<file path="config.mk">
export PLATFORM = sky130hd
export DESIGN_NAME = fcmp_pipe_flat
export DESIGN_NICKNAME = d
export VERILOG_FILES = /design/src/rtl/fcmp_pipe_if.sv /design/src/rtl/fcmp_pipe.sv /design/src/flat_wrapper.sv
export SDC_FILE = /design/constraint.sdc
export NUM_CORES = 1
export LEC_CHECK = 0
export CORE_MARGIN = 2
export CORE_UTILIZATION = 43
export CTS_CLUSTER_SIZE = 24
export DETAILED_ROUTE_END_ITERATION = 10
export PLACE_DENSITY_LB_ADDON = 0.12
export SYNTH_ARGS = -nofsm -noshare
export SYNTH_HDL_FRONTEND = slang
export SYNTH_SLANG_ARGS = --single-unit
</file>
<file path="constraint.sdc">
create_clock -name clk -period 2.4 [get_ports clk]
set_input_delay 0.72 -clock clk [delete_from_list [all_inputs] [get_ports clk]]
set_output_delay 0.72 -clock clk [all_outputs]
set_load 0.05 [all_outputs]
</file>
<file path="src/rtl/fcmp_pipe_if.sv">
// Operand/result handshake bundle for fcmp_pipe.
// master = producer/consumer side, slave = the comparator.
interface fcmp_pipe_if #(
  parameter int EW = 8,
  parameter int MW = 23,
  parameter int TW = 4
);
  localparam int W = 1 + EW + MW;

  logic          in_valid;
  logic          in_ready;
  logic [W-1:0]  x1;
  logic [W-1:0]  x2;
  logic [1:0]    op;
  logic [TW-1:0] in_tag;
  logic          out_valid;
  logic          out_ready;
  logic          v;
  logic          nv;
  logic [TW-1:0] out_tag;

  modport master (
    output in_valid, x1, x2, op, in_tag, out_ready,
    input  in_ready, out_valid, v, nv, out_tag
  );

  modport slave (
    input  in_valid, x1, x2, op, in_tag, out_ready,
    output in_ready, out_valid, v, nv, out_tag
  );
endinterface

</file>
<file path="src/rtl/fcmp_pipe.sv">
// Two-stage floating-point compare (FEQ/FLT/FLE) with valid/ready flow control.
// S1 holds operand classification and magnitude compare; S2 holds v/nv/tag.
module fcmp_pipe #(
  parameter int EW = 8,
  parameter int MW = 23,
  parameter int TW = 4
) (
  input logic        clk,
  input logic        rst,
  fcmp_pipe_if.slave bus
);
  localparam int W = 1 + EW + MW;
  localparam logic [1:0] OP_FEQ = 2'b00;
  localparam logic [1:0] OP_FLT = 2'b01;
  localparam logic [1:0] OP_FLE = 2'b10;

  logic [EW-1:0]  exp1, exp2;
  logic [MW-1:0]  man1, man2;
  logic [W-2:0]   mag1, mag2;
  logic           nan1, nan2, snan1, snan2, zero1, zero2;

  logic           s1_valid;
  logic [1:0]     s1_op;
  logic [TW-1:0]  s1_tag;
  logic           s1_sign1, s1_sign2;
  logic           s1_nan, s1_snan, s1_zeros;
  logic           s1_mag_lt, s1_mag_eq;

  logic           s1_ready, s2_ready;
  logic           lt, eq, v_d, nv_d;

  assign exp1 = bus.x1[W-2 -: EW];
  assign exp2 = bus.x2[W-2 -: EW];
  assign man1 = bus.x1[MW-1:0];
  assign man2 = bus.x2[MW-1:0];
  assign mag1 = bus.x1[W-2:0];
  assign mag2 = bus.x2[W-2:0];

  assign nan1  = (&exp1) && (|man1);
  assign nan2  = (&exp2) && (|man2);
  assign snan1 = nan1 && !man1[MW-1];
  assign snan2 = nan2 && !man2[MW-1];
  assign zero1 = ~|mag1;
  assign zero2 = ~|mag2;

  assign s2_ready     = !bus.out_valid || bus.out_ready;
  assign s1_ready     = !s1_valid || s2_ready;
  // held low during reset; depends only on state and out_ready, never on in_valid
  assign bus.in_ready = !rst && s1_ready;

  always_ff @(posedge clk) begin
    if (rst) begin
      s1_valid  <= 1'b0;
      s1_op     <= '0;
      s1_tag    <= '0;
      s1_sign1  <= 1'b0;
      s1_sign2  <= 1'b0;
      s1_nan    <= 1'b0;
      s1_snan   <= 1'b0;
      s1_zeros  <= 1'b0;
      s1_mag_lt <= 1'b0;
      s1_mag_eq <= 1'b0;
    end else if (s1_ready) begin
      s1_valid <= bus.in_valid;
      if (bus.in_valid) begin
        s1_op     <= bus.op;
        s1_tag    <= bus.in_tag;
        s1_sign1  <= bus.x1[W-1];
        s1_sign2  <= bus.x2[W-1];
        s1_nan    <= nan1 || nan2;
        s1_snan   <= snan1 || snan2;
        s1_zeros  <= zero1 && zero2;
        s1_mag_lt <= mag1 < mag2;
        s1_mag_eq <= mag1 == mag2;
      end
    end
  end

  // Ordering: both zeros equal regardless of sign; mixed signs put negative
  // first; negative pairs reverse the magnitude order.
  always_comb begin
    lt = 1'b0;
    eq = 1'b0;
    if (s1_zeros) begin
      eq = 1'b1;
    end else if (s1_sign1 != s1_sign2) begin
      lt = s1_sign1;
    end else if (!s1_sign1) begin
      lt = s1_mag_lt;
      eq = s1_mag_eq;
    end else begin
      lt = !s1_mag_lt && !s1_mag_eq;
      eq = s1_mag_eq;
    end
  end

  always_comb begin
    v_d  = 1'b0;
    nv_d = 1'b0;
    case (s1_op)
      OP_FEQ: begin
        v_d  = eq && !s1_nan;
        nv_d = s1_snan;
      end
      OP_FLT: begin
        v_d  = lt && !s1_nan;
        nv_d = s1_nan;
      end
      OP_FLE: begin
        v_d  = (lt || eq) && !s1_nan;
        nv_d = s1_nan;
      end
      default: begin
        v_d  = 1'b0;
        nv_d = 1'b1;
      end
    endcase
  end

  always_ff @(posedge clk) begin
    if (rst) begin
      bus.out_valid <= 1'b0;
      bus.v         <= 1'b0;
      bus.nv        <= 1'b0;
      bus.out_tag   <= '0;
    end else if (s2_ready) begin
      bus.out_valid <= s1_valid;
      if (s1_valid) begin
        bus.v       <= v_d;
        bus.nv      <= nv_d;
        bus.out_tag <= s1_tag;
      end
    end
  end
endmodule

</file>
<file path="src/flat_wrapper.sv">
// flat-port wrapper written by rule: the top's interface ports become plain ports
module fcmp_pipe_flat 
#(
  parameter int EW = 8,
  parameter int MW = 23,
  parameter int TW = 4
)
  (clk, rst, bus_in_valid, bus_x1, bus_x2, bus_op, bus_in_tag, bus_out_ready, bus_in_ready, bus_out_valid, bus_v, bus_nv, bus_out_tag);
  fcmp_pipe_if #(.EW(EW), .MW(MW), .TW(TW)) bus_i ();
  input logic clk;
  input logic rst;
  input wire logic [$bits(bus_i.in_valid)-1:0] bus_in_valid;
  input wire logic [$bits(bus_i.x1)-1:0] bus_x1;
  input wire logic [$bits(bus_i.x2)-1:0] bus_x2;
  input wire logic [$bits(bus_i.op)-1:0] bus_op;
  input wire logic [$bits(bus_i.in_tag)-1:0] bus_in_tag;
  input wire logic [$bits(bus_i.out_ready)-1:0] bus_out_ready;
  output wire logic [$bits(bus_i.in_ready)-1:0] bus_in_ready;
  output wire logic [$bits(bus_i.out_valid)-1:0] bus_out_valid;
  output wire logic [$bits(bus_i.v)-1:0] bus_v;
  output wire logic [$bits(bus_i.nv)-1:0] bus_nv;
  output wire logic [$bits(bus_i.out_tag)-1:0] bus_out_tag;
  assign bus_i.in_valid = bus_in_valid;
  assign bus_i.x1 = bus_x1;
  assign bus_i.x2 = bus_x2;
  assign bus_i.op = bus_op;
  assign bus_i.in_tag = bus_in_tag;
  assign bus_i.out_ready = bus_out_ready;
  assign bus_in_ready = bus_i.in_ready;
  assign bus_out_valid = bus_i.out_valid;
  assign bus_v = bus_i.v;
  assign bus_nv = bus_i.nv;
  assign bus_out_tag = bus_i.out_tag;
  fcmp_pipe #(.EW(EW), .MW(MW), .TW(TW)) u_core (.clk(clk), .rst(rst), .bus(bus_i));
endmodule
</file>
; ---- Yosys cells after proc, flatten, opt, wreduce, memory -nomap -nowiden
; Index checks and enable logic that the tools add are counted.
; W data, S select, Z words.
[totals]
ram_bits = 0
wordCells = 61
latchBits = 0
in_bits = 74
n_memories = 0
output_inout_bits = 8
rom_bits = 0
reg_bits = 21
[op_classes]
div = 0
n_mux = 7
multipliers = 0
shift = 0
bitwise_logic = 0
addsub = 0
n_reduce_logical = 35
n_lt_le_gt_ge = 1
eq_ne = 4
[ops]
columns = op, count
row1 = $reduce_or A31 Y1, 2
row2 = $reduce_or A23 Y1, 2
row3 = $eq A31 B31 Y1, 1
row4 = $lt A31 B31 Y1, 1
row5 = $reduce_and A8 Y1, 2
row6 = $logic_and A1 B1 Y1, 10
row7 = $logic_not A1 Y1, 10
row8 = $logic_or A1 B1 Y1, 5
row9 = $mux W1, 5
row10 = $reduce_and A2 Y1, 2
row11 = $pmux W1 S3, 1
row12 = $eq A2 B1 Y1 const B, 1
row13 = $eq A2 B2 Y1 const B, 1
row14 = $logic_not A2 Y1, 1
row15 = $pmux W1 S2, 1
row16 = $reduce_or A2 Y1, 1
row17 = $ne A1 B1 Y1, 1

; ---- Depth between registers and ports, before layout
[depth]
depth_word = 8
mapped_depth = 7
ltp_nobuf = 7

; ---- Worst setup path before layout
; OpenSTA, ideal clock, no wires.
[synth_timing]
path_type = input-to-output
startpoint = in rst
endpoint = out bus_in_ready
t_required_ps = 1680
path_slack_ps = 101
arrival_time_ps = 1579
cell_stages = 2
cell_sequence = clkbuf_1 nor2_1
[synth_via]
elab_chain_cells = 2
[synth_rtl]
columns = element, line
row1 = from (decl), flat_wrapper.sv:11  ; input logic rst;
row2 = $logic_not A1 Y1, fcmp_pipe.sv:49  ; assign bus.in_ready = !rst && s1_ready;
row3 = $logic_and A1 B1 Y1, fcmp_pipe.sv:49
row4 = to (decl), flat_wrapper.sv:18  ; output wire logic [$bits(bus_i.in_ready)-1:0] bus_in_ready;
; Every way passes these cells.

; ---- Final worst setup path
[layout_timing]
startpoint = in bus_x2[8]
endpoint = reg u_core.s1_mag_lt
[layout_via]
elab_chain_cells = 1
[layout_rtl]
columns = element, line
row1 = from (decl), flat_wrapper.sv:14  ; input wire logic [$bits(bus_i.x2)-1:0] bus_x2;
row2 = $lt A31 B31 Y1, fcmp_pipe.sv:73  ; s1_mag_lt <= mag1 < mag2;
row3 = to (signal assigned), fcmp_pipe.sv:73
row4 = to (decl), fcmp_pipe.sv:27  ; logic s1_mag_lt, s1_mag_eq;
; Every way passes these cells.
; A chain may end at the register's enable or synchronous reset.

==> results.cfg <==
[run_status]
status = completed

[cts]
post-cts-setup-buffer-count = 0
cts_sinks = 21
cts_tree = built
cts_root_buffer = clkbuf_8
numCtsBuffers = 3
cts_buffer_depth = 2
insertion_delay_ns = 0.26
path_clk_slew_ns = 0.08
htreeDepth = 1

[worst_hold_path]
worstHoldPathType = flop to flop
worst_hold_path.num_cells = 2

[yosys]
muxShareOfSynthArea = 0.02135
synth_top_family_by_area = simple AND/OR/NAND/NOR gates
synthAdderAreaFrac = 0.2402
synth_top_area_frac = 0.2402
synth_edf_count = 0
synth.avg_cell_area_um2 = 7.532
synth_xor_area_frac = 0
yosysSeqAreaShare = 0.2241
synth_ff_type = dfxtp_1
synth_compound_area_frac = 0.1674
synth_seq_cells = 21
yosys.area_share.simple = 0.2622
synthArstFlopShare = 0
synth_area_mm2 = 0.001876
yosys_warnings = 0
synth_cells = 249
yosys.area.top_type = ha_1
synthDistinctLibCells = 34
synth_nets = 359
yosys-top-cells-area = ha_1, dfxtp_1, inv_1

[die]
die_w_um = 70.05
die_y_um = 70.05
dieArea_mm2 = 0.004906
ioPinCount = 82
rows = 24
core_area_mm2 = 0.004264
initial_utilization = 0.4398

[route]
drt_iter0_drc = 105
wirelength_um = 5544
post-route-drc-count = 0
drt_first_pass_iters = 4
wl_met3_um = 227
topRoutingLayerUsed = met4
antenna_left = 0
wl_met2_um = 2845
routed-via-count = 2197
drt-vias-per-instance = 5.206
wl_met1_um = 2421
wl_per_cell_um = 13.14

[timing]
finalHoldViolCount = 0
holdWs_ns = 0.4561
period_share = 0.9735
period_minus_slack_ns = 2.336
relSlewSlack = 0.6594
timing.fmax_ghz = 0.4280
worst_pin_slew_ns = 0.5093
fin_skew_ns = 0.002476
slew_viol_final = 0
setup_viol = 0

[place]
portBuffers = 81
detailedPlacementHpwl_um = 4595
placedCellCount = 418
place.gp.congestion = 0.8649
placed_area_mm2 = 0.003045

[cells_and_area]
n_antenna_cell = 0
final_cells = 422
syn_to_final_growth_pct = 71.98
stdcell_area_mm2 = 0.003226
drive_gt1_frac = 0.1730
final_nets = 481
reg.largest.list = u_core.bus.out_tag x4, u_core.s1_tag x4, u_core.s1_op x2

[critical_path]
crit_path_max_fanout = 2
startpoint = bus_x2[8]
worstPathArrival_ns = 2.50
endpoint = u_core.s1_mag_lt
cp_top_family = compound AO/OA/AOI/OAI gates
r2r-start = u_core.s1_op[0]
cpMaxStageDelayCell = clkdlybuf4s50_1
crit_required_ns = 2.56
reg2regPathDepth = 7
cp_num_cells = 8
crit_buf_inv = 2
max_stage_delay_ns = 0.50
rrSetupSlack_ns = 0.76
path_cells = clkdlybuf4s50_1, inv_1, ha_4, a21oi_2, o21ai_1, a221oi_2, a21boi_1, o41ai_1
reg2reg_to = u_core.bus.v
crit_type = primary input to flop
critPathCaptureType = flop
cp-start-kind = primary input

[global_routing]
grt_start_max_net_pins = 14
antenna_found_initial = 0
grt_pass1_wl_um = 8949
grt_pass1_vias = 2153
grt_overflow = 0
track_usage = 0.2194

[pwr]
p_total_mw = 1.029
peakVddDrop_v = 0.0002808
p_leak_nw = 1.454
power_density_mw_per_mm2 = 319.0

[flow_run]
drv_cap = 0
[tightest hold or removal path: cells and delay by family (launching register included)]
kind            cells  cell delay, ns
compound gates      1            0.05
flops               1            0.31
simple gates        1            0.05
[kinds of logic (layout without fill, tap and decap cells)]
group,after synthesis,in the layout
AO/OA/AOI/OAI,48,48
adder cells (fa/ha/maj),36,36
buffers and inverters,42,163
flip-flops,21,21
multiplexers,4,4
AND/OR/NAND/NOR,98,98
[synth_stat cells (all sizes together) (2+ instances only)]
library cell,instances
a221oi,2
or4,2
a21o,3
inv,38
o41ai,3
clkbuf,3
or3,2
nor2,23
nor3,4
nor4,16
nand3b,4
ha,36
mux2i,4
o21ai,6
a311oi,2
a21oi,20
nand4,14
o31ai,2
dfxtp,21
nand3,4
and2,2
a211oi,5
nand2,25
[metal layers]
| layer | vias to the layer above | GRT usage |
|---|---|---|
| li1 | 1145 | - |
| met1 | 987 | 0.2816 |
| met2 | 59 | 0.3915 |
| met3 | 6 | 0.03319 |
| met4 | 0 | 0.04060 |
| met5 | - | 0 |
[worst min path at each step]
stage                      from          endpoint  slack [ns]
4_1_cts        u_core.s1_tag[2]  u_core.s1_tag[2]        0.46
2_1_floorplan  u_core.s1_tag[0]  u_core.s1_tag[0]        0.44
5_1_grt        u_core.s1_tag[2]  u_core.s1_tag[2]        0.49
3_3_place_gp   u_core.s1_tag[0]  u_core.s1_tag[0]        0.44
3_5_place_dp   u_core.s1_tag[2]  u_core.s1_tag[2]        0.45
6_report       u_core.s1_tag[2]  u_core.s1_tag[2]        0.46
[what timing repair did]
action | 4_1_cts | 5_1_grt
setup endpoints to repair | 1 | 1
pin swaps | 1 | 4
hold buffers | 0 | 0
gates resized for setup | 4 | 19
[report_power, final]
| part | internal (mW) | switching, mW |
|---|---|---|
| sequential | 0.363 | 0.0129 |
| combinational | 0.243 | 0.179 |
| clock | 0.116 | 0.116 |
[placed cells by master, fill, tap and decap left out, drive strengths merged]
master	count
mux2i	4
a311oi	2
o21ai	6
a22oi	1
nor3	4
nor2	23
a21boi	1
o41ai	3
dfxtp	21
or3	2
o31ai	2
o211ai	1
a221oi	2
or4	2
a31oi	1
nor4	16
a21oi	20
ha	36
nand3	4
a211oi	5
a32oi	1
and2	2
and3	1
clkinv	1
dlymetal6s2s	2
clkbuf	3
clkdlybuf4s50	77
buf	41
nand2	25
dlygate4sd2	1
nand4	14
nand3b	4
nor2b	1
a21o	3
inv	38
[per-stage QoR]
| stage | setup TNS [ns] | setup WS [ns] | util |
|---|---|---|---|
| after floorplan | 0 | 0.1011 | - |
| after global placement | -0.3213 | -0.1920 | 0.7142 |
| after detailed placement | -0.4307 | -0.2570 | 0.7142 |
| after CTS | 0 | 0.03143 | 0.7277 |
| after global routing | -0.02067 | -0.02067 | 0.7565 |
| final | 0 | 0.06363 | 0.7565 |
[layout make-up]
cell class,instances,area (um^2)
multi-input cells,186,1426
repair buffers,121,1125
fillers,333,1039
flip-flops and latches,21,420.4
inverters,38,142.6
well taps,52,65.06
clock buffers,3,41.29
clock inverters,1,5.005
Note: power is estimated with default switching activity, not from simulation.
